[src/rtl/cc_fill_pkg.sv]
// Shared types, AXI read-response codes and geometry helpers for the line fill engine.
package cc_fill_pkg;

    typedef enum logic [1:0] {
        ST_IDLE  = 2'd0,
        ST_FILL  = 2'd1,
        ST_WRITE = 2'd2
    } fill_state_t;

    localparam logic [1:0] RRESP_OKAY   = 2'b00;
    localparam logic [1:0] RRESP_EXOKAY = 2'b01;
    localparam logic [1:0] RRESP_SLVERR = 2'b10;
    localparam logic [1:0] RRESP_DECERR = 2'b11;

    function automatic int fill_log2(input int value);
        int result = 0;
        for (int i = 0; i < 31; i++) begin
            if ((1 << i) < value) result = i + 1;
        end
        return result;
    endfunction

    function automatic int fill_beats(input int line_bytes, input int data_w);
        return (line_bytes * 8) / data_w;
    endfunction

    function automatic int fill_tag_w(input int addr_w, input int idx_w, input int line_bytes);
        return addr_w - idx_w - fill_log2(line_bytes);
    endfunction

    function automatic logic rresp_is_err(input logic [1:0] rresp);
        return (rresp == RRESP_SLVERR) || (rresp == RRESP_DECERR);
    endfunction

endpackage

[src/rtl/cc_beat_deser.sv]
// Line buffer for one cache line; beats land at (start + count) mod BEATS so the
// critical word can arrive first while the line is still stored in address order.
module cc_beat_deser
    import cc_fill_pkg::*;
#(
    parameter int DATA_W = 64,
    parameter int BEATS  = 8,
    localparam int SLOT_W = fill_log2(BEATS)
) (
    input  logic                    clk,
    input  logic                    rst_n,
    input  logic                    start,
    input  logic [SLOT_W-1:0]       start_slot,
    input  logic                    beat_we,
    input  logic [DATA_W-1:0]       beat_data,
    output logic [BEATS*DATA_W-1:0] line,
    output logic [SLOT_W-1:0]       cnt,
    output logic                    last_beat
);

    logic [SLOT_W-1:0] base_reg;
    logic [SLOT_W-1:0] cnt_reg;
    logic [SLOT_W-1:0] wr_slot;

    // SLOT_W-bit addition wraps naturally modulo BEATS
    assign wr_slot   = base_reg + cnt_reg;
    assign cnt       = cnt_reg;
    assign last_beat = (cnt_reg == SLOT_W'(BEATS - 1));

    always_ff @(posedge clk) begin
        if (!rst_n) begin
            base_reg <= '0;
            cnt_reg  <= '0;
        end else if (start) begin
            base_reg <= start_slot;
            cnt_reg  <= '0;
        end else if (beat_we) begin
            cnt_reg  <= cnt_reg + 1'b1;
        end
    end

    generate
        for (genvar gi = 0; gi < BEATS; gi++) begin : g_slot
            logic [DATA_W-1:0] slot_reg;
            always_ff @(posedge clk) begin
                if (!rst_n) begin
                    slot_reg <= '0;
                end else if (beat_we && (wr_slot == SLOT_W'(gi))) begin
                    slot_reg <= beat_data;
                end
            end
            assign line[gi*DATA_W +: DATA_W] = slot_reg;
        end
    endgenerate

endmodule

[src/rtl/cc_line_fill_engine.sv]
// Pops a miss address, collects one AXI read burst into a cache line, forwards the
// critical word, then writes {valid, tag} plus line data to the cache SRAM.
module cc_line_fill_engine
    import cc_fill_pkg::*;
#(
    parameter int DATA_W     = 64,
    parameter int LINE_BYTES = 64,
    parameter int ADDR_W     = 32,
    parameter int IDX_W      = 9,
    localparam int OFF_W     = fill_log2(LINE_BYTES),
    localparam int TAG_W     = fill_tag_w(ADDR_W, IDX_W, LINE_BYTES)
) (
    input  logic                    clk,
    input  logic                    rst_n,
    input  logic [DATA_W-1:0]       mem_rdata_i,
    input  logic [1:0]              mem_rresp_i,
    input  logic                    mem_rlast_i,
    input  logic                    mem_rvalid_i,
    output logic                    mem_rready_o,
    input  logic                    miss_addr_fifo_empty_i,
    input  logic [ADDR_W-1:0]       miss_addr_fifo_rdata_i,
    output logic                    miss_addr_fifo_rden_o,
    output logic                    wren_o,
    input  logic                    wready_i,
    output logic [IDX_W-1:0]        waddr_o,
    output logic [TAG_W:0]          wdata_tag_o,
    output logic [LINE_BYTES*8-1:0] wdata_data_o,
    output logic                    cw_valid_o,
    output logic [DATA_W-1:0]       cw_data_o,
    output logic                    fill_err_o
);

    localparam int BEATS  = fill_beats(LINE_BYTES, DATA_W);
    localparam int BOFF_W = fill_log2(DATA_W / 8);
    localparam int SLOT_W = fill_log2(BEATS);

    fill_state_t       state_reg;
    logic [IDX_W-1:0]  idx_reg;
    logic [TAG_W-1:0]  tag_reg;
    logic              err_reg;
    logic              wren_reg;
    logic [TAG_W:0]    wtag_reg;
    logic              cw_valid_reg;
    logic [DATA_W-1:0] cw_data_reg;
    logic              fill_err_reg;

    logic              pop;
    logic              beat_hs;
    logic              rlast_bad;
    logic              err_next;
    logic [SLOT_W-1:0] cnt;
    logic              last_beat;
    logic              unused_byte_offset;

    assign pop       = (state_reg == ST_IDLE) && !miss_addr_fifo_empty_i;
    assign beat_hs   = (state_reg == ST_FILL) && mem_rvalid_i;
    // rlast must coincide exactly with the final counted beat
    assign rlast_bad = (last_beat != mem_rlast_i);
    assign err_next  = err_reg | rresp_is_err(mem_rresp_i) | rlast_bad;

    assign unused_byte_offset = ^miss_addr_fifo_rdata_i[BOFF_W-1:0];

    cc_beat_deser #(
        .DATA_W (DATA_W),
        .BEATS  (BEATS)
    ) u_deser (
        .clk        (clk),
        .rst_n      (rst_n),
        .start      (pop),
        .start_slot (miss_addr_fifo_rdata_i[OFF_W-1:BOFF_W]),
        .beat_we    (beat_hs),
        .beat_data  (mem_rdata_i),
        .line       (wdata_data_o),
        .cnt        (cnt),
        .last_beat  (last_beat)
    );

    always_ff @(posedge clk) begin
        if (!rst_n) begin
            state_reg    <= ST_IDLE;
            idx_reg      <= '0;
            tag_reg      <= '0;
            err_reg      <= 1'b0;
            wren_reg     <= 1'b0;
            wtag_reg     <= '0;
            cw_valid_reg <= 1'b0;
            cw_data_reg  <= '0;
            fill_err_reg <= 1'b0;
        end else begin
            cw_valid_reg <= 1'b0;
            fill_err_reg <= 1'b0;
            case (state_reg)
                ST_IDLE: begin
                    if (pop) begin
                        idx_reg   <= miss_addr_fifo_rdata_i[OFF_W+IDX_W-1:OFF_W];
                        tag_reg   <= miss_addr_fifo_rdata_i[ADDR_W-1:OFF_W+IDX_W];
                        err_reg   <= 1'b0;
                        state_reg <= ST_FILL;
                    end
                end
                ST_FILL: begin
                    if (beat_hs) begin
                        if (cnt == '0) begin
                            cw_valid_reg <= 1'b1;
                            cw_data_reg  <= mem_rdata_i;
                        end
                        err_reg <= err_next;
                        if (last_beat || mem_rlast_i) begin
                            wren_reg  <= 1'b1;
                            wtag_reg  <= {~err_next, tag_reg};
                            state_reg <= ST_WRITE;
                        end
                    end
                end
                ST_WRITE: begin
                    if (wready_i) begin
                        wren_reg     <= 1'b0;
                        fill_err_reg <= err_reg;
                        state_reg    <= ST_IDLE;
                    end
                end
                default: state_reg <= ST_IDLE;
            endcase
        end
    end

    assign miss_addr_fifo_rden_o = pop;
    assign mem_rready_o          = (state_reg == ST_FILL);
    assign wren_o                = wren_reg;
    assign waddr_o               = idx_reg;
    assign wdata_tag_o           = wtag_reg;
    assign cw_valid_o            = cw_valid_reg;
    assign cw_data_o             = cw_data_reg;
    assign fill_err_o            = fill_err_reg;

endmodule
[config.mk]
export PLATFORM = sky130hd
export DESIGN_NAME = cc_line_fill_engine
export DESIGN_NICKNAME = d
export VERILOG_FILES = /design/src/rtl/cc_fill_pkg.sv /design/src/rtl/cc_beat_deser.sv /design/src/rtl/cc_line_fill_engine.sv
export SDC_FILE = /design/constraint.sdc
export NUM_CORES = 1
export LEC_CHECK = 0
export CAP_MARGIN = 15
export CORE_AREA = 2 2 277 279
export CTS_BUF_LIST = sky130_fd_sc_hd__clkbuf_16
export DETAILED_ROUTE_END_ITERATION = 10
export DIE_AREA = 0 0 279 281
export GPL_TIMING_DRIVEN = 0
export PLACE_DENSITY_LB_ADDON = 0.1
export SLEW_MARGIN = 0
export SYNTH_ARGS = -nofsm -noshare
export SYNTH_HDL_FRONTEND = slang
export SYNTH_HIERARCHICAL = 1
export SYNTH_SLANG_ARGS = --single-unit
[constraint.sdc]
create_clock -name clk -period 4.9 [get_ports clk]
set_input_delay 0.49 -clock clk [delete_from_list [all_inputs] [get_ports clk]]
set_output_delay 0.49 -clock clk [all_outputs]
set_load 0.05 [all_outputs]
Word level (Yosys, flattened, before mapping) --
Index checks and enable logic that the tools add are counted.
Word-level totals: bits in writable memories 0, bits in latches 0, logic and storage cells 82, memories kept 0, ROM bits 0, register bits 632
Cells by class: shift-type cells 0, reductions and logical operators 27, div/mod/pow operators 0, bitwise gates (word level) 4, add/sub/neg operators 2, order comparisons 0, equality and inequality tests 17, mux-type cells 13, multipliers 0
Operators by type and width (count):
- 3-bit equality test, second input constant | 5
- 3-bit AND reduction | 5
- 1-bit logical AND | 10
- 2-bit 2-to-1 mux | 4
- 4-bit AND reduction | 2
- 2-bit equality test, second input constant | 3
- 3-bit by 2-bit equality test with 1-bit output, second input constant | 2
- 3-bit logical NOT | 2
- 1-bit 2-to-1 mux | 6
- 2-bit case mux with 3 select lines | 1
- 2-bit by 1-bit != test with 1-bit output, second input constant | 2
- 2-bit != test, second input constant | 2
- 1-bit case mux with 2 select lines | 2
- 2-bit nonzero test | 2
- 3-bit by 1-bit adder with 3-bit output, second input constant | 1
- 3-bit adder | 1
- 3-bit by 1-bit equality test with 1-bit output, second input constant | 1
- 2-bit by 1-bit equality test with 1-bit output, second input constant | 1
- 2-bit logical NOT | 1
- 1-bit logical OR | 2
- 1-bit inverter | 2
- 1-bit OR | 2
- 2-bit AND reduction | 1
- 2-bit OR reduction | 1
- other kinds (2) | 2

Logic depth before layout (Yosys ltp) --
depth in word-level cells 6, depth in mapped cells 9, depth with buffers taken out 7

Modules after synthesis --
The synthesis kept the hierarchy.
By module, submodules not included:
- cc_beat_deser | times used 1, cells an instance 1759, area each 18597.8 sq um
- cc_line_fill_engine | times used 1, cells an instance 500, area each 4652.0 sq um

Least setup slack after synthesis --
Ideal clock, no wire load.
path type flip-flop to flip-flop, start register u_deser.cnt_reg[0], in the netlist u_deser/cnt[0], end register u_deser.g_slot[2].slot_reg[10], clock period less this slack 2.200 ns, stages on the path, launching flop included 9, arrival 2.074 ns, data required time 4.774 ns, path slack 2.700 ns, setup time 0.126 ns, cell sequence dfxtp_1 -> ha_1 -> inv_1 -> fa_1 -> xnor3_2 -> or3_4 -> buf_12 -> buf_12 -> mux2i_1
Between the ends: cells in the longest elaborated chain, start to end 3
RTL lines:
- start: declaration | line cc_beat_deser.sv:22 | logic [SLOT_W-1:0] cnt_reg;
- start signal: assignment | line cc_beat_deser.sv:38 | cnt_reg <= cnt_reg + 1'b1;
- 3-bit adder | line cc_beat_deser.sv:26 | assign wr_slot = base_reg + cnt_reg;
- 3-bit by 2-bit equality test with 1-bit output | line cc_beat_deser.sv:48 | end else if (beat_we && (wr_slot == SLOT_W'(gi))) begin
- 1-bit logical AND | line cc_beat_deser.sv:48
- end signal: assignment | line cc_beat_deser.sv:49 | slot_reg <= beat_data;
- end: declaration | line cc_beat_deser.sv:44 | logic [DATA_W-1:0] slot_reg;
Every way passes these cells. A chain may end at the register's enable or synchronous reset.

Worst setup path after layout --
start register state_reg[0], end output miss_addr_fifo_rden_o
Between the ends: cells in the longest elaborated chain, start to end 2
RTL lines:
- start: declaration | line cc_line_fill_engine.sv:37 | fill_state_t state_reg;
- start signal: assignment | line cc_line_fill_engine.sv:80 | state_reg <= ST_IDLE;
- start signal: assignment | line cc_line_fill_engine.sv:98 | state_reg <= ST_FILL;
- start signal: assignment | line cc_line_fill_engine.sv:111 | state_reg <= ST_WRITE;
- 2-bit logical NOT | line cc_line_fill_engine.sv:55 | assign pop = (state_reg == ST_IDLE) && !miss_addr_fifo_empty_i;
- 1-bit logical AND | line cc_line_fill_engine.sv:55
- end: declaration | line cc_line_fill_engine.sv:22 | output logic miss_addr_fifo_rden_o,
Every way passes these cells.

==> results by group <==
Die
  • Height of the chip: 281 µm
  • Floorplan Core Area: 75400 µm²
  • Die width: 279 µm
  • Die area: 78400 µm²
  • Initial Util: between 30 and 40%
  • FP Rows: 101
  • I/O pins: 712

Detailed routing
  • Via count: 19035
  • Vias per cell: 4.68
  • Number of remaining DRC errors: 0
  • Routed WL per cell: 23.7 µm
  • DRT Wirelength: 96.5 mm
  • DRT iter0 DRCs: 864
  • Antenna-violating nets left: 0
  • First drt pass iteration count: 7

Synth
  • Syn avg cell area: 10.3 µm²
  • Post-synthesis cell area: approximately 23000 µm²
  • Number of synthesized flops with an enable pin: 0
  • Async SR Flop Fraction: 0%
  • Synth Flop Type: dfxtp_1
  • Unique masters post-synth: 40
  • Sequential area share after synthesis: 54.4%
  • YS warnings: 6
  • Area share of the largest cell type after synthesis: 54.4%
  • FF+latch count, synth: 632
  • Net Count, Synth: 2368
  • Synthesized instance count: 2259
  • Top cells by count, synth: 774 x nand2_1, 632 x dfxtp_1, 581 x mux2i_1
  • Count leader, synth: nand2_1
  • Synth area leaders: dfxtp_1 54%, mux2i_1 25%, nand2_1 12%
  • Synth area leader: dfxtp_1

Worst hold path
  • HP Class: in2reg
  • Beginning of the worst hold path: miss_addr_fifo_rdata_i[11]
  • WHS Path Cells: 3
  • Min-Delay Endpoint: waddr_o[5]

Clock tree
  • Clock sink total: 632
  • Postcts setup bufs: 0
  • Clock-pin slew on the worst setup and hold paths: 0.06 ns
  • H-tree depth: 3
  • Skew-Pair Late Insertion Delay: 0.60 ns
  • Hold buffer count at cts: 0
  • Inserted Clock Buffers: 71
  • CTS tree: built
  • Max clock buf depth: 3
  • Clk root buf: clkbuf_16
  • Post_cts resized: 0

STA
  • Fin Clk Skew: between 0.01 and 0.015 ns
  • Worst slew pin tran: 1.08 ns
  • Final setup fails: 0
  • Setup ws final: 1.73 ns
  • Max-slew violations: 0
  • Period minus WS final: 3.17 ns
  • Setup TNS: 0 ns
  • Peak Freq: 0.316 GHz
  • Hold Worst Slack: 0.449 ns
  • Max transition margin: 27.8%
  • Final hold violation count: 0
  • Tcrit/Tclk final: 64.6%
  • RSZ-0062 raised after global routing: no

Pwr
  • LEAKAGE: about 13 nW
  • Maximum VDD drop: 0.186 mV
  • Tot Pwr: 11.1 mW
  • PD cells: 330 nW/µm²
  • Part of the power in registers: 47.4%
  • Net Switching: about 2.9 mW
  • Internal power: 8.20 mW
  • Comb pwr share: a little under a tenth
  • Clock network fraction of total power: a little over two fifths
  • Sw frac: 26.1%

Flow run
  • Max-cap violation count: 0

Setup path
  • Crit path DAT: 2.68 ns
  • Startpoint class of the critical path: register
  • Slowest cell on crit path: clkdlybuf4s50_1
  • Crit path required time: ~4.4 ns
  • Reg-to-reg endpoint: u_deser/g_slot[3].slot_reg[47]
  • Critical path cell sequence: or3_1, buf_6, clkinv_4, buf_12, clkdlybuf4s50_1
  • Reg2Reg Depth: 8
  • Reg2reg start: state_reg[1]
  • Worst path bufs/invs: 4
  • CP Class: reg2out
  • Delay-heaviest family, CP: buffers and inverters
  • CP max stage delay: 0.82 ns
  • R2r setup slk: 1.95 ns
  • Crit path capture type: output port
  • Max Fanout on Critical Path: 14

Cells and area
  • Share of layout cells above drive strength 1: 6.77%
  • Post-layout net count: 3148
  • Fillcell total: just over 7000
  • Max reg flops: 512
  • Area Growth Syn to Fin: 44.5%
  • Non-filler cells, final: 4065
  • Final core occ: 44.5%
  • Final non-filler cell area: 33600 µm²

Global route
  • Global-route wire length before repair: ~130 mm
  • GR Overflow Total: 0
  • Largest net degree at the start of global routing: 15
  • Vias in the first global route: 19192
  • GR Util All Layers: 23.6%
  • Initial antenna violation count: 13

Place
  • DP HPWL: 72.9 mm
  • Placed Area: 31600 µm²
  • Placed insts: 3944
  • Port Buffer Count: 706
  • RD Place Congestion: 0.863
  • Post-place setup slack: 1.43 ns

Outcome
  • Status: finished clean
-- worst max-delay path by stage --
stage,from,end,slack (ns),cells after the start
after global placement,mem_rvalid_i,u_deser/g_slot[5].slot_reg[41],1.52,8
after floorplan,u_deser/cnt[0],u_deser/g_slot[2].slot_reg[10],2.70,8
after global routing,state_reg[0],miss_addr_fifo_rden_o,1.63,5
after CTS,state_reg[0],miss_addr_fifo_rden_o,1.69,5
final,state_reg[0],miss_addr_fifo_rden_o,1.73,5
after detailed placement,mem_rvalid_i,u_deser/g_slot[3].slot_reg[47],1.43,9
-- metal layers --
layer	part of all wire, %	routed length, µm	vias to the layer above	track usage [%]
met2	49	47000	612	40.9
met1	40	38300	9273	26.7
met3	7.7	7460	160	7.88
met5	0.080	77	-	0
met4	3.9	3720	12	9.57
li1	-	-	8978	-
-- logic make-up (layout without fill, tap and decap cells) --
family          Yosys count  after routing  synth area share, %
buf+inv                 162            988                 4.12
xor+xnor                  3              3                0.242
compound gates           48             48                 1.84
mux                     581            581                 25.0
simple gates            828            828                 14.1
other cells               0              2                    0
fa+ha+maj                 5              5                0.301
flops                   632            632                 54.4
-- area by class of cell --
type | count | area [µm²] | area share (%)
flip-flops and latches | 632 | 12700 | 37.7
inverters | 7 | 31.3 | 0.0931
repair buffers | 707 | 7090 | 21.1
multi-input cells | 1465 | 9640 | 28.7
clock buffers | 72 | 1800 | 5.36
plain buffers | 155 | 930 | 2.77
well taps | 978 | 1220 | 3.64
diodes | 2 | 5.00 | 0.0149
clock inverters | 47 | 221 | 0.659
-- worst reg2reg max path, stage by stage (launching register included) --
cell	delay [ns]
dfxtp_1	0.38
nand3b_2	0.41
inv_1	0.12
clkbuf_1	0.31
nor2b_1	0.22
and3_1	0.18
buf_2	0.54
buf_2	0.47
mux2i_1	0.25
-- power by group through the flow --
stage | clock (mW) | sequential [mW] | combinational, mW
floorplan | 0 | 5.61 | 0.354
global placement | 0 | 5.38 | 1.03
detailed placement | 0 | 5.38 | 1.05
CTS | 4.92 | 5.27 | 1.05
global route | 5.11 | 5.27 | 1.09
finish | 4.80 | 5.27 | 1.04
-- cell usage in the layout (no fill, tap or decap), types with 2 or more instances in the layout --
cell type and count:
a21boi_0 12, a21boi_1 13, a21boi_2 19, a21oi_1 2, and2_1 2, buf_12 14, buf_2 43, buf_4 13
buf_6 2, clkbuf_1 81, clkbuf_16 72, clkbuf_2 2, clkdlybuf4s50_1 706, clkinv_1 9, clkinv_2 11, dfxtp_1 632
diode_2 2, ha_1 4, inv_1 28, inv_6 3, mux2i_1 581, nand2_1 774, nand2_2 19, nand2b_1 3
nand3b_1 2, nor2_1 6, nor2b_1 6, nor3_1 2, nor3b_1 2, or3_1 2
No activity file was read; power rests on OpenSTA's default activity.
